==> config.mk <==
export PLATFORM = sky130hd
export DESIGN_NAME = decoder_seq
export DESIGN_NICKNAME = d
export VERILOG_FILES = /design/src/rtl/decoder_seq.sv
export SDC_FILE = /design/constraint.sdc
export NUM_CORES = 1
export LEC_CHECK = 0
export ABC_AREA = 0
export CAP_MARGIN = 0
export CORE_MARGIN = 1
export CORE_UTILIZATION = 34
export CTS_BUF_LIST = sky130_fd_sc_hd__clkbuf_4 sky130_fd_sc_hd__clkbuf_8 sky130_fd_sc_hd__clkbuf_16
export CTS_CLUSTER_SIZE = 24
export DETAILED_ROUTE_END_ITERATION = 8
export GPL_TIMING_DRIVEN = 0
export SLEW_MARGIN = 20
export SYNTH_ARGS = -nofsm -noshare
export SYNTH_HDL_FRONTEND = slang
export SYNTH_SLANG_ARGS = --single-unit
==> constraint.sdc <==
create_clock -name clk -period 1.9 [get_ports clk]
set_clock_uncertainty 0.05 [all_clocks]
set_input_delay 0.19 -clock clk [delete_from_list [all_inputs] [get_ports clk]]
set_output_delay 0.19 -clock clk [all_outputs]
set_load 0.05 [all_outputs]
==> src/rtl/decoder_seq.sv <==
// ---------------------------------------------------------------------------
// decoder_seq
//
// This block is a sequenced N-to-2^N line decoder with valid/ready handshakes
// on its input and output sides.
//
// A request is one sel/mode pair. The block accepts it when in_valid and
// in_ready are both high at a rising edge.
//   mode = 0 : the block presents the single line onehot(sel) until the
//              consumer takes it.
//   mode = 1 : the block presents all 2^N lines in turn, starting at sel and
//              wrapping modulo 2^N. Each line is one output beat.
// done pulses for one cycle after the final output handshake of a request.
//
// Parameters
//   N       : select width (1..6); the output width is 2^N
//   ACT_LOW : 0 -> the active line is 1; 1 -> the active line is 0, others 1
//
// Ports
//   clk       in   rising-edge clock
//   rst       in   synchronous active-high reset; overrides every other input
//   en        in   global enable; when low, all state freezes and the
//                  handshake outputs are forced idle
//   in_valid  in   a request is present on sel/mode
//   in_ready  out  the block can accept a request (IDLE and enabled)
//   sel       in   decode index (mode 0) or sweep start index (mode 1)
//   mode      in   0 = single decode, 1 = sweep of all lines
//   out_valid out  y carries a valid decoded line
//   out_ready in   the consumer accepts the current y
//   y         out  one-hot (or one-cold) decoded line; inactive when not valid
//   busy      out  a transaction is in progress
//   done      out  one-cycle pulse after the final output handshake
// ---------------------------------------------------------------------------
module decoder_seq #(
  parameter int N       = 3,
  parameter int ACT_LOW = 0
) (
  input  logic                 clk,
  input  logic                 rst,
  input  logic                 en,
  input  logic                 in_valid,
  output logic                 in_ready,
  input  logic [N-1:0]         sel,
  input  logic                 mode,
  output logic                 out_valid,
  input  logic                 out_ready,
  output logic [(1 << N)-1:0]  y,
  output logic                 busy,
  output logic                 done
);

  localparam int W = 1 << N;

  // This is the beat counter value on the last beat of a sweep (2^N - 1).
  localparam logic [N:0] LAST_BEAT = {1'b0, {N{1'b1}}};

  // This is the output level when no line is being driven.
  localparam logic [W-1:0] INACTIVE = (ACT_LOW != 0) ? {W{1'b1}} : {W{1'b0}};

  typedef enum logic [1:0] {
    IDLE,
    HOLD,
    SWEEP
  } state_t;

  state_t       state;
  logic [N-1:0] idx;
  logic [N:0]   cnt;
  logic [W-1:0] hot_q;
  logic         done_q;

  // The controller is a single registered FSM.
  // It updates only while en is high, so deasserting en freezes the state,
  // the index, the beat counter and the pending done flag exactly as they
  // are. The registered active-high decode (hot_q) is updated together with
  // idx. This keeps y a flop output rather than a decoder hanging off idx.
  // done_q is set only on the edge that completes a transaction. It is
  // cleared on the next enabled edge.
  always_ff @(posedge clk) begin
    if (rst) begin
      state  <= IDLE;
      idx    <= '0;
      cnt    <= '0;
      hot_q  <= '0;
      done_q <= 1'b0;
    end else if (en) begin
      done_q <= 1'b0;
      case (state)
        IDLE: begin
          if (in_valid) begin
            state <= mode ? SWEEP : HOLD;
            idx   <= sel;
            cnt   <= '0;
            hot_q <= W'(1) << sel;
          end
        end
        HOLD: begin
          if (out_ready) begin
            state  <= IDLE;
            done_q <= 1'b1;
          end
        end
        SWEEP: begin
          if (out_ready) begin
            if (cnt == LAST_BEAT) begin
              state  <= IDLE;
              done_q <= 1'b1;
            end else begin
              idx   <= idx + N'(1);
              cnt   <= cnt + (N+1)'(1);
              hot_q <= W'(1) << (idx + N'(1));
            end
          end
        end
        default: begin
          state <= IDLE;
        end
      endcase
    end
  end

  // These outputs are derived from registered state and gated by en.
  // While the block is disabled it offers no handshake on either side, shows
  // an inactive y and suppresses done. busy still reflects the frozen state,
  // because the transaction is paused, not finished.
  always_comb begin
    in_ready  = (state == IDLE) && en;
    out_valid = (state != IDLE) && en;
    busy      = (state != IDLE);
    done      = done_q && en;
    y         = INACTIVE;
    if (out_valid) begin
      y = (ACT_LOW != 0) ? ~hot_q : hot_q;
    end
  end

endmodule

==> reports/metrics.cfg <==
[die]
core_um2=3053
die_y_um=58.58
fp.dieW_um=58.58
io_pins=21
start_util_pct=35.66
placementRows=20
die_area_um2=3432

[sta]
slew_violations=0
period_minus_slack_ns=1.837
finalHoldViolations=0
worstMarginPinSlew_ns=0.5813
setup_violations=0
slew_headroom_pct=61.24
fin_crit_sh_pct=96.69
rsz0062_at_grt=true
finalSetupTns_ns=0
fmax_mhz=544.3

[clocking]
clock_tree.buffer_depth=2
cts_tree=yes
cts.clk_slew.worst_paths_ns=0.11
cts_buffers=3
cts_max_level=1
clock_sinks=18
post_cts_buffers=0
clk_latency_ns=0.29
cts_hold_buf=0
cts_root_buf=clkbuf_4

[synth]
synth_top_area_share_pct=33.10
ys_ff_latch=18
synthAdderAreaFrac_pct=6.897
synth_cell_types=30
synth_compound_area_share_pct=20.80
synth_area_um2=1089
synth_area_leader_cell=dfxtp_1
synth.avg_cell_area_um2=9.633
synth_top_family_by_area=simple AND/OR/NAND/NOR gates
yosys-top-cells-area=dfxtp_1, o32ai_2, nand2b_1, ha_1, and2_1
synth-simple-area-share_pct=29.31
synth_fp_nets=128
synthMuxAreaShare_pct=4.253
synth-xor-area-share_pct=0.8046
ys_seq_area_share_pct=33.10
syn_inst=113
synth_warnings=0

[route]
drt-initial-drc-count=35
avgViaCountPerCell=4.928
ant_nets=0
post_drt_wl_per_cell_um=12.97
wirelength_um=2348
firstDrtPassIters=4
via_count=892
drc=0

[setup_path]
critPathArrivalTime_ns=2.01
cp-start-kind=flop
r2r_start=state[0]$_SDFFE_PP0P_
crit_fanout=10
crit_start=state[0]$_SDFFE_PP0P_
worstPathRequired_ns=2.07
path_class=flop to flop
cp-end-kind=flop

[global_routing]
use_met1_pct=20.95
met3_usage_pct=1.319
grt_usage_pct=15.41
grt.overflow.total=0
met2_usage_pct=25.29
grt.busiest_layer=met2
grt_pass1_wl_um=4050
grt_pass1_vias=886
grt_antenna_before_repair=0
grt_max_degree=11

[min_path]
min_path_type=primary input to flop
hp-start=rst

[placement]
dp_hpwl_um=1759
gp_congestion=0.7355
place_area_um2=1335
io_buffers=19

[cells_and_area]
multiInputGateArea_um2=708.2
areaGrowthSynthToFinish_pct=28.05
seqCellArea_um2=362.8
layout-drive-gt1-share_pct=29.93
fill_cells=314
antenna_cells=0
final_area_um2=1394
nets=153

[power]
powerDensity_nw_per_um2=647.2
totalPowerFinal_w=0.0009021
ir_drop_uv=258.6
p_leak_nw=0.5281

[flow_run]
max_cap_viol_count=0

[outcome]
status=complete, no violations

==> critical path, stage by stage, from the launching register on <==
cell and delay [ns]:
dfxtp_2 0.35, inv_2 0.09, ha_2 0.27, mux2_4 0.34
and4_1 0.21, buf_6 0.14, buf_6 0.15, a211oi_2 0.17
==> where the power goes <==
group | switching (W) | leakage (nW) | total, W | internal (W)
clock network | 0.000123 | 0.0210 | 0.000240 | 0.000117
registers | 0.0000108 | 0.147 | 0.000405 | 0.000394
logic | 0.000149 | 0.360 | 0.000257 | 0.000108
total | 0.000283 | 0.528 | 0.000902 | 0.000619
==> kinds of logic after synthesis <==
| group | after synthesis |
|---|---|
| AND/OR/NAND/NOR | 51 |
| AO/OA/AOI/OAI | 23 |
| flip-flops | 18 |
| buffers and inverters | 10 |
| adder cells (fa/ha/maj) | 6 |
| multiplexers | 4 |
| XOR/XNOR | 1 |
==> final timing paths <==
kind                          to  slack (ns)  depth (start not counted)
max          idx[1]$_SDFFE_PP0P_        0.06                          7
max reg2reg  idx[1]$_SDFFE_PP0P_        0.06                          7
min          cnt[3]$_SDFFE_PP0P_        0.33                          3
min reg2reg  done_q$_SDFFE_PP0P_        0.43                          2
==> stage by stage <==
step	setup WS, ns	instances	hold WS [ns]	util (%)
5_1_grt	-0.03551	181	0.3806	45.66
4_1_cts	0.01328	180	0.3307	44.39
3_3_place_gp	-0.5020	176	0.4075	43.73
2_1_floorplan	0.1072	113	0.3128	-
3_5_place_dp	-0.4920	176	0.4174	43.73
6_report	0.06287	181	0.3309	45.66
==> cells in the final DEF, fill, tap and decap left out, types with 4 or more instances in the layout <==
cell,Yosys,layout
buf_6,2,4
o32ai_2,8,8
nand2b_1,13,13
buf_4,0,7
ha_1,6,4
and2_1,10,10
nand2_1,5,5
a21oi_1,9,8
nor2_1,7,7
dfxtp_1,18,16
clkdlybuf4s50_1,0,7
==> routing by layer <==
layer | part of all wire, % | vias up
met5 | 0 | -
li1 | - | 447
met1 | 49 | 430
met2 | 48 | 13
met4 | 1.1 | 0
met3 | 2.3 | 2
==> area by class of cell <==
class                   instances  area share (%)
clock buffers                   4           2.603
inverters                       4           1.077
multi-input cells              85           50.81
well taps                      44           3.950
flip-flops and latches         18           26.03
plain buffers                   6           2.962
repair buffers                 20           12.57
==> sequential cells by signal, indices dropped and copies added (netlist names) <==
signal,cells
done_q,1
state,2
idx,3
cnt,4
hot_q,8
==> cells in the mapped netlist <==
library cell,instances
nor2b_1,2
nand2_4,1
nor2_1,7
nand4_4,1
xnor2_1,1
nand4b_1,3
nand2_1,5
and3b_1,1
mux2_4,1
a21oi_1,9
or2_4,1
mux2i_1,2
clkbuf_1,4
nand3_1,3
or3_1,1
mux2_2,1
nor3_1,1
or2_2,1
inv_1,4
o21bai_1,1
o21ai_0,2
and4_1,1
o2111ai_1,1
o32ai_2,8
a211oi_2,2
nand2b_1,13
ha_1,6
and2_1,10
buf_6,2
dfxtp_1,18
==> repair_timing <==
action	in CTS	in global routing
gates resized for setup	61	11
gates cloned	0	1
setup endpoints to repair	14	15
hold endpoints to repair	0	0
No activity file was read; power rests on OpenSTA's default activity.
